File: src/rtl/ascon_sequencer_pkg.sv
// ascon_sequencer_pkg: shared state encoding, output-kind codes and message geometry
package ascon_sequencer_pkg;
  localparam int BLK_W_DEF = 64;
  localparam int N_BLK = 4;
  localparam logic [1:0] KIND_CIPHER = 2'd0;
  localparam logic [1:0] KIND_TAG_H = 2'd1;
  localparam logic [1:0] KIND_TAG_L = 2'd2;
  typedef enum logic [3:0] {
    S_IDLE, S_START, S_WAIT, S_LOAD, S_FIRE, S_OUT, S_TAG_H, S_TAG_L, S_DONE
  } t_seq_state;
endpackage

File: src/rtl/ascon_sequencer.sv
// ascon_sequencer: feeds one AD and three plaintext blocks into the ASCON core and streams back C1..C3 and the tag
module ascon_sequencer
  import ascon_sequencer_pkg::*;
#(
  parameter int BLK_W = BLK_W_DEF,
  parameter int N_BLK = ascon_sequencer_pkg::N_BLK
) (
  input  logic               clock_i,
  input  logic               resetb_i,
  input  logic               start_i,
  input  logic               blk_valid_i,
  output logic               blk_ready_o,
  input  logic [BLK_W-1:0]   blk_data_i,
  output logic               out_valid_o,
  input  logic               out_ready_i,
  output logic [BLK_W-1:0]   out_data_o,
  output logic [1:0]         out_kind_o,
  output logic               busy_o,
  output logic               done_o,
  output logic               core_start_o,
  output logic               core_data_valid_o,
  output logic [BLK_W-1:0]   core_data_o,
  input  logic               core_end_init_i,
  input  logic               core_end_associate_i,
  input  logic               core_end_cipher_i,
  input  logic               core_end_i,
  input  logic [BLK_W-1:0]   core_cipher_i,
  input  logic [2*BLK_W-1:0] core_tag_i
);
  localparam logic [1:0] LAST_IDX = 2'(N_BLK - 1);
  t_seq_state state_q, state_d;
  logic [1:0] idx_q, idx_d;
  logic blk_q, blk_d;
  logic init_q, init_d, assoc_q, assoc_d, ciph_q, ciph_d;
  logic [BLK_W-1:0] core_data_q, core_data_d, out_data_q, out_data_d;
  logic [2*BLK_W-1:0] tag_q, tag_d;
  logic last, cap, hit;
  // blk_q marks that the AD block has gone in, so idx_q is the index of the last fired block
  assign last = blk_q && idx_q == LAST_IDX;
  assign cap = blk_q && idx_q != 2'd0;
  assign hit = !blk_q ? core_end_init_i && !init_q :
               idx_q == 2'd0 ? core_end_associate_i && !assoc_q :
               last ? core_end_i : core_end_cipher_i && !ciph_q;
  // state and datapath registers, cleared asynchronously together with the core
  always_ff @(posedge clock_i or negedge resetb_i) begin
    if (!resetb_i) begin
      state_q <= S_IDLE;
      idx_q <= '0;
      blk_q <= 1'b0;
      init_q <= 1'b0;
      assoc_q <= 1'b0;
      ciph_q <= 1'b0;
      core_data_q <= '0;
      out_data_q <= '0;
      tag_q <= '0;
    end else begin
      state_q <= state_d;
      idx_q <= idx_d;
      blk_q <= blk_d;
      init_q <= init_d;
      assoc_q <= assoc_d;
      ciph_q <= ciph_d;
      core_data_q <= core_data_d;
      out_data_q <= out_data_d;
      tag_q <= tag_d;
    end
  end
  // next state plus block/cipher/tag capture; only fresh flag edges advance a wait
  always_comb begin
    state_d = state_q;
    idx_d = idx_q;
    blk_d = blk_q;
    init_d = core_end_init_i;
    assoc_d = core_end_associate_i;
    ciph_d = core_end_cipher_i;
    core_data_d = core_data_q;
    out_data_d = out_data_q;
    tag_d = tag_q;
    case (state_q)
      S_IDLE: if (start_i) begin
        state_d = S_START;
        idx_d = '0;
        blk_d = 1'b0;
      end
      S_START: state_d = S_WAIT;
      S_WAIT: if (hit) begin
        state_d = cap ? S_OUT : S_LOAD;
        out_data_d = cap ? core_cipher_i : out_data_q;
        tag_d = last ? core_tag_i : tag_q;
      end
      S_LOAD: if (blk_valid_i) begin
        core_data_d = blk_data_i;
        state_d = S_FIRE;
      end
      S_FIRE: begin
        state_d = S_WAIT;
        blk_d = 1'b1;
        idx_d = blk_q ? idx_q + 2'd1 : idx_q;
      end
      S_OUT: if (out_ready_i) begin
        state_d = last ? S_TAG_H : S_LOAD;
        out_data_d = last ? tag_q[2*BLK_W-1:BLK_W] : out_data_q;
      end
      S_TAG_H: if (out_ready_i) begin
        state_d = S_TAG_L;
        out_data_d = tag_q[BLK_W-1:0];
      end
      S_TAG_L: if (out_ready_i) state_d = S_DONE;
      S_DONE: state_d = S_IDLE;
      default: state_d = S_IDLE;
    endcase
  end
  // outputs decoded from registered state only, so no combinational paths from the handshake inputs
  always_comb begin
    blk_ready_o = state_q == S_LOAD;
    core_start_o = state_q == S_START;
    core_data_valid_o = state_q == S_FIRE;
    out_valid_o = state_q == S_OUT || state_q == S_TAG_H || state_q == S_TAG_L;
    out_kind_o = state_q == S_TAG_H ? KIND_TAG_H : state_q == S_TAG_L ? KIND_TAG_L : KIND_CIPHER;
    busy_o = state_q != S_IDLE && state_q != S_DONE;
    done_o = state_q == S_DONE;
    core_data_o = core_data_q;
    out_data_o = out_data_q;
  end
endmodule

File: config.mk
export PLATFORM = sky130hd
export DESIGN_NAME = ascon_sequencer
export DESIGN_NICKNAME = d
export VERILOG_FILES = /design/src/rtl/ascon_sequencer_pkg.sv /design/src/rtl/ascon_sequencer.sv
export SDC_FILE = /design/constraint.sdc
export NUM_CORES = 1
export LEC_CHECK = 0
export ABC_AREA = 1
export CAP_MARGIN = 20
export CORE_ASPECT_RATIO = 1.2
export CORE_UTILIZATION = 46
export DETAILED_ROUTE_END_ITERATION = 8
export PLACE_DENSITY = 0.78
export REMOVE_ABC_BUFFERS = 1
export SLEW_MARGIN = 30
export SYNTH_ARGS = -nofsm -noshare
export SYNTH_HDL_FRONTEND = slang
export SYNTH_SLANG_ARGS = --single-unit
File: constraint.sdc
create_clock -name clock_i -period 2.3 [get_ports clock_i]
set_clock_uncertainty 0.1 [all_clocks]
set_input_delay 0.345 -clock clock_i [delete_from_list [all_inputs] [get_ports clock_i]]
set_output_delay 0.345 -clock clock_i [all_outputs]
set_load 0.02 [all_outputs]
==> reports/qor.yml, run 1 <==
power_and_ir_drop:
  pwr_density_cell_nw_per_um2: 1120
  ir_drop_mv: 0.720
  leakage_nw: 8.24
yosys:
  synth_area_um2: 11800
  syn_inst: 1329
  postSynthRegisterBits: 266
  syn_area_per_cell_um2: 8.87
  ys_warn_count: 0
  synth.distinct_cells: 23
  synth_top_area_share_pct: 56.5
  synth-seq-area-share_pct: 56.5
  synth.area.top_cells: "dfrtp_1, nand2_1, nand3_1, mux2_2, o21ai_1"
  synth_area_leader_cell: "dfrtp_1"
clock_network:
  cts_buffers: 27
  htreeDepth: 1
  path_clk_slew_ps: 60
  cts_tree: "done"
  cts.sinks: 266
  clock_latency_ps: 520
  root_buffer: "clkbuf_16"
  clk_path_buf_depth: 3
routing:
  vias: 10600
  wl_per_cell_um: 17.2
  drt-total-wl_mm: 35.4
  drc: 0
  ant_nets: 0
  firstDrtPassIters: 6
  vias_per_cell: 5.17
  initialDrtViolationCount: 639
placed_design:
  dp_hpwl_mm: 24.6
  gp_congestion: 0.858
  numPortBuffers: 400
  post-place-cells: 2004
worst_setup_path:
  crit_fanout: 6
  end_kind: "output pin"
  worstRegToRegCells: 9
  endpoint: "out_kind_o[0]"
  worst-setup-path-type: "reg -> out"
  r2r_slack_ps: 180
  timing.rr.end: "out_data_o[0]"
  worstSetupStartpointType: "flip-flop"
  reg2reg_from: "state_q[2]"
  crit_required_ps: 1860
  crit_arrival_ps: 1770
  setup.worst_path.start: "state_q[1]"
timing:
  finalMaxSlewViolations: 0
  setup_tns_ps: 0
  finalCritPeriodShare_pct: 96.2
  clock.fmax_mhz: 452
  rsz0062_at_grt: "false"
  relSlewSlack_pct: 50.5
  hold_viol_final: 0
  worstMarginPinSlew_ps: 742
  setup-violations-final: 0
  fin_crit_ps: 2210
global_routing:
  antenna_found_initial: 4
  grt_pass1_wl_mm: 55.2
  grt_pass1_vias: 10500
  grt_usage_pct: 27.0
  grt_max_degree: 81
  gr-total-overflow: 0
floorplanning:
  die-area_um2: 26300
  initial_core_util_pct: 47.3
  die_w_um: 148
  dieHeight_um: 177
  num_rows: 63
  io-pin-count: 401
  core-area_um2: 24900
cells_and_area:
  area_growth_pct: 45.0
  fill_cells: 2026
  multi_input_area_um2: 4140
  instances_no_fill: 2056
  drive_gt1_share_pct: 9.32
  seq_area_um2: 6660
  fin_nets: 1976
hold_path:
  hold_depth: 1
  hold_path.startpoint: "core_end_cipher_i"
  hold_class: "in -> reg"
outcome:
  status: "finished, final reports clean"
flow_run:
  cap_violations: 0
-- through the flow --
stage	power (W)	utilization, %	worst slack [ps]	cell area (µm²)	hold slack [ps]
2_1_floorplan	0.0105	-	-4210	11300	-50.6
3_3_place_gp	0.0146	64.9	114	16200	227
3_5_place_dp	0.0147	64.9	86.5	16200	234
4_1_cts	0.0193	68.6	8.00	17100	183
5_1_grt	0.0201	68.7	13.7	17100	197
6_report	0.0191	68.7	86.9	17100	202
-- registers in the layout (all words and copies together) (netlist names) --
name         cells
init_q           1
state_q          4
assoc_q          1
tag_q          128
blk_q            1
idx_q            2
core_data_o     64
out_data_o      64
ciph_q           1
-- worst min-delay path by stage --
stage | to | slack, ps
after floorplan | assoc_q | -50
after global placement | tag_q[37] | 230
after detailed placement | tag_q[37] | 230
after CTS | init_q | 180
after global routing | init_q | 200
final | ciph_q | 200
-- routing by layer --
| metal | up-vias | wire length [µm] | GRT usage [%] |
|---|---|---|---|
| li1 | 5015 | - | - |
| met1 | 5031 | 13400 | 32.7 |
| met2 | 477 | 17800 | 46.6 |
| met3 | 101 | 2490 | 4.81 |
| met4 | 2 | 1600 | 12.6 |
| met5 | - | 13 | 0 |
-- layout make-up --
type | instances | area share, %
Sequential cell | 266 | 38.9
Timing Repair Buffer | 433 | 25.9
Multi-Input combinational cell | 833 | 24.2
Clock buffer | 41 | 4.73
Inverter | 148 | 3.25
Tap cell | 325 | 2.38
Clock inverter | 7 | 0.644
Antenna cell | 3 | 0.0439
-- Yosys cell counts, drive strengths merged --
master  count
ha          2
nor2       24
clkbuf      5
nand2     399
a31oi       1
buf        77
o21ai     126
o211ai      8
nor3        1
mux2       64
inv       148
nand4       1
a21oi       8
nand3     199
dfrtp     266
-- power by group --
part           switching [W]  internal [W]  total [W]
Sequential          0.000699       0.00588    0.00658
Combinational        0.00438       0.00366    0.00804
Clock                0.00177       0.00274    0.00451
-- logic make-up (layout without fill, tap and decap cells) --
kind of cell / Yosys count / in the layout / share of synthesized area [%]
buffers and inverters: 230 / 629 / 8.68
AOI/OAI and AO/OA: 143 / 143 / 6.25
and+or+nand+nor: 624 / 624 / 22.3
DFF: 266 / 266 / 56.5
adders and majority gates: 2 / 2 / 0.212
muxes: 64 / 64 / 6.11
other: 0 / 3 / 0
-- repair_timing --
action / CTS / global route
resized for setup: 13 / 5
setup buffers: 0 / 0
pin swaps: 0 / 0
endpoints found under the hold margin: 56 / 0
hold buffers: 1 / 0
endpoints found under the setup margin: 7 / 3
-- layout by cell type, fill, tap and decap left out, types with 5 or more instances in the layout --
master / count
a21oi_1: 8
buf_12: 14
buf_4: 19
clkbuf_1: 6
clkbuf_16: 27
clkbuf_8: 8
clkdlybuf4s50_1: 391
dfrtp_1: 266
inv_1: 144
mux2_2: 64
nand2_1: 394
nand2_2: 5
nand3_1: 198
nor2_1: 17
o211ai_1: 8
o21ai_0: 15
o21ai_1: 111
-- worst max-delay path, stage by stage (launching register included) --
cell	delay [ps]
dfrtp_1	460
inv_2	50
nor2_2	150
nand2_2	100
inv_2	80
dlygate4sd2_1	400
Note: power is estimated with default switching activity, not from simulation.
==> inputs of run 2 (changes only) <==
--- a/config.mk
+++ b/config.mk
@@ -7,10 +7,12 @@
 export LEC_CHECK = 0
 export ABC_AREA = 1
 export CAP_MARGIN = 20
+export CELL_PAD_IN_SITES_DETAIL_PLACEMENT = 1
+export CELL_PAD_IN_SITES_GLOBAL_PLACEMENT = 2
 export CORE_ASPECT_RATIO = 1.2
-export CORE_UTILIZATION = 46
+export CORE_UTILIZATION = 26
 export DETAILED_ROUTE_END_ITERATION = 8
-export PLACE_DENSITY = 0.78
+export PLACE_DENSITY = 0.76
 export REMOVE_ABC_BUFFERS = 1
 export SLEW_MARGIN = 30
 export SYNTH_ARGS = -nofsm -noshare
==> run 2 against run 1 <==
  * Combinational power up 2%
  * Sequential share of layout area shrank 1.3 points
  * Sequential cell count unchanged
  * Fmax up 0.72%
  * Critical endpoint is now out_valid_o
  * Highest routed layer unchanged
==> reports/qor.yml, run 2 (synthesized netlist as in run 1, its figures left out) <==
worst_setup_path:
  timing.rr.end: "out_data_o[24]"
  end_kind: "output pin"
  crit_family: "buffers and inverters"
  crit_fanout: 5
  cp_slowest_cell: "dfrtp_1"
  reg2reg_from: "idx_q[0]"
  path_buf_inv: 2
  crit_arrival_ps: 1750
  crit_required_ps: 1860
  worstSetupStartpointType: "flip-flop"
  path_cells: "nor2_1 -> buf_4 -> nor2_1 -> clkdlybuf4s15_1"
  critPathMaxStageDelay_ps: 460
  worstRegToRegCells: 13
  worst-setup-path-type: "reg -> out"
  cpMostUsedCell: "nor2_1"
  r2r_slack_ps: 290
hold_path:
  hold_depth: 1
  hold_path.startpoint: "core_end_cipher_i"
  hold_class: "in -> reg"
  hold_path_end: "ciph_q"
power_and_ir_drop:
  ir_drop_mv: 0.502
  leakage_nw: 8.34
  pwr_density_cell_nw_per_um2: 1130
timing:
  fin_crit_ps: 2200
  setup_tns_ps: 0
  fin_ws_ps: 103
  clock.fmax_mhz: 455
  relSlewSlack_pct: 48.7
  setup-violations-final: 0
  finalCritPeriodShare_pct: 95.5
  finalMaxSlewViolations: 0
  worstMarginPinSlew_ps: 769
  hold_viol_final: 0
  rsz0062_at_grt: "true"
  hold_slack_ps: 150
flow_run:
  cap_violations: 0
cells_and_area:
  drive_gt1_share_pct: 9.78
  fin_nets: 1985
  area_growth_pct: 49.9
  largest-register: "tag_q"
  instances_no_fill: 2350
  final_cell_mix: "nand2_1, clkdlybuf4s50_1, dfrtp_1, nand3_1, inv_1"
  final_util_pct: 39.5
  layout_commonest_cell: "nand2_1"
  largest_reg_flops: 128
floorplanning:
  num_rows: 85
  core-area_um2: 44800
  io-pin-count: 401
  die_w_um: 196
  dieHeight_um: 235
  initial_core_util_pct: 26.3
  die-area_um2: 46200
routing:
  wl_per_cell_um: 17.8
  initialDrtViolationCount: 399
  met1_length_mm: 17.2
  wl_met3_mm: 2.97
  wl_met2_mm: 20.7
  vias_per_cell: 4.47
  firstDrtPassIters: 4
  vias: 10500
  ant_nets: 0
  routed.top_layer: "met5"
  drt-total-wl_mm: 41.8
  drc: 0
placed_design:
  pre_cts_slack_ps: 176
  numPortBuffers: 400
  gp_congestion: 0.772
  dp_hpwl_mm: 29.4
  post-place-cells: 2294
global_routing:
  grt_max_degree: 65
  antenna_found_initial: 7
  gr-total-overflow: 0
  grt_pass1_wl_mm: 65.6
  grt_usage_pct: 18.3
  grt_pass1_vias: 11200
clock_network:
  clk_path_buf_depth: 3
  cts_buffers: 30
  htreeDepth: 1
  clock_latency_ps: 560
  cts_tree: "done"
  path_clk_slew_ps: 60
  cts.sinks: 266
  root_buffer: "clkbuf_16"
outcome:
  status: "finished, final reports clean"
## run 2: cell count changes in the layout (fill, tap and decap cells not counted), moves of 2 or more
cell	delta
buf_4	+2
nor2_2	-3
nand2_4	+4
nand2_2	-4
nor2_1	+2
buf_12	+3
clkbuf_16	+4
clkinvlp_4	+3
clkbuf_8	-3
## run 2: final cells by class
class | count | area (µm²)
sequential | 266 | 6660
clock inverter | 10 | 158
antenna | 2 | 5.00
clock buffer | 43 | 871
fill | 5145 | 27100
tap | 609 | 762
timing repair buffer | 439 | 4510
multi-input combinational | 833 | 4160
inverter | 148 | 556
## run 2: timing repair
item                                    4_1_cts  5_1_grt
hold endpoints to repair                     51        0
endpoints found under the setup margin        8        5
gates cloned                                  0        0
setup buffers                                 0        0
hold buffers                                  1        0
resized for setup                            18        5
## run 2: where the power goes
group / leakage [nW] / internal (W) / switching (W)
combinational: 4.40 / 0.00374 / 0.00449
clock: 0.495 / 0.00306 / 0.00198
sequential: 3.44 / 0.00588 / 0.000735
total: 8.34 / 0.0127 / 0.00721
## run 2: how the worst max path moves through the flow
| stage | end | depth (start not counted) | slack, ps | from |
|---|---|---|---|---|
| detailed placement | tag_q[5] | 9 | 180 | core_end_init_i |
| global route | out_valid_o | 4 | -20 | state_q[0] |
| global placement | tag_q[4] | 9 | 200 | core_end_init_i |
| CTS | core_data_valid_o | 5 | 20 | state_q[1] |
| finish | out_valid_o | 4 | 100 | state_q[0] |
| floorplan | tag_q[0] | 7 | -4210 | idx_q[0] |
## run 2: routing by layer
metal / track usage, % / up-vias
li1: - / 5017
met1: 22.0 / 5091
met2: 32.2 / 328
met3: 4.30 / 58
met4: 5.33 / 8
met5: 0 / -
## run 2: per-stage QoR
stage	total power, W	instance area [µm²]
floorplan	0.0105	11300
global placement	0.0149	16600
detailed placement	0.0151	16600
CTS	0.0202	17700
global route	0.0211	17700
finish	0.0199	17700
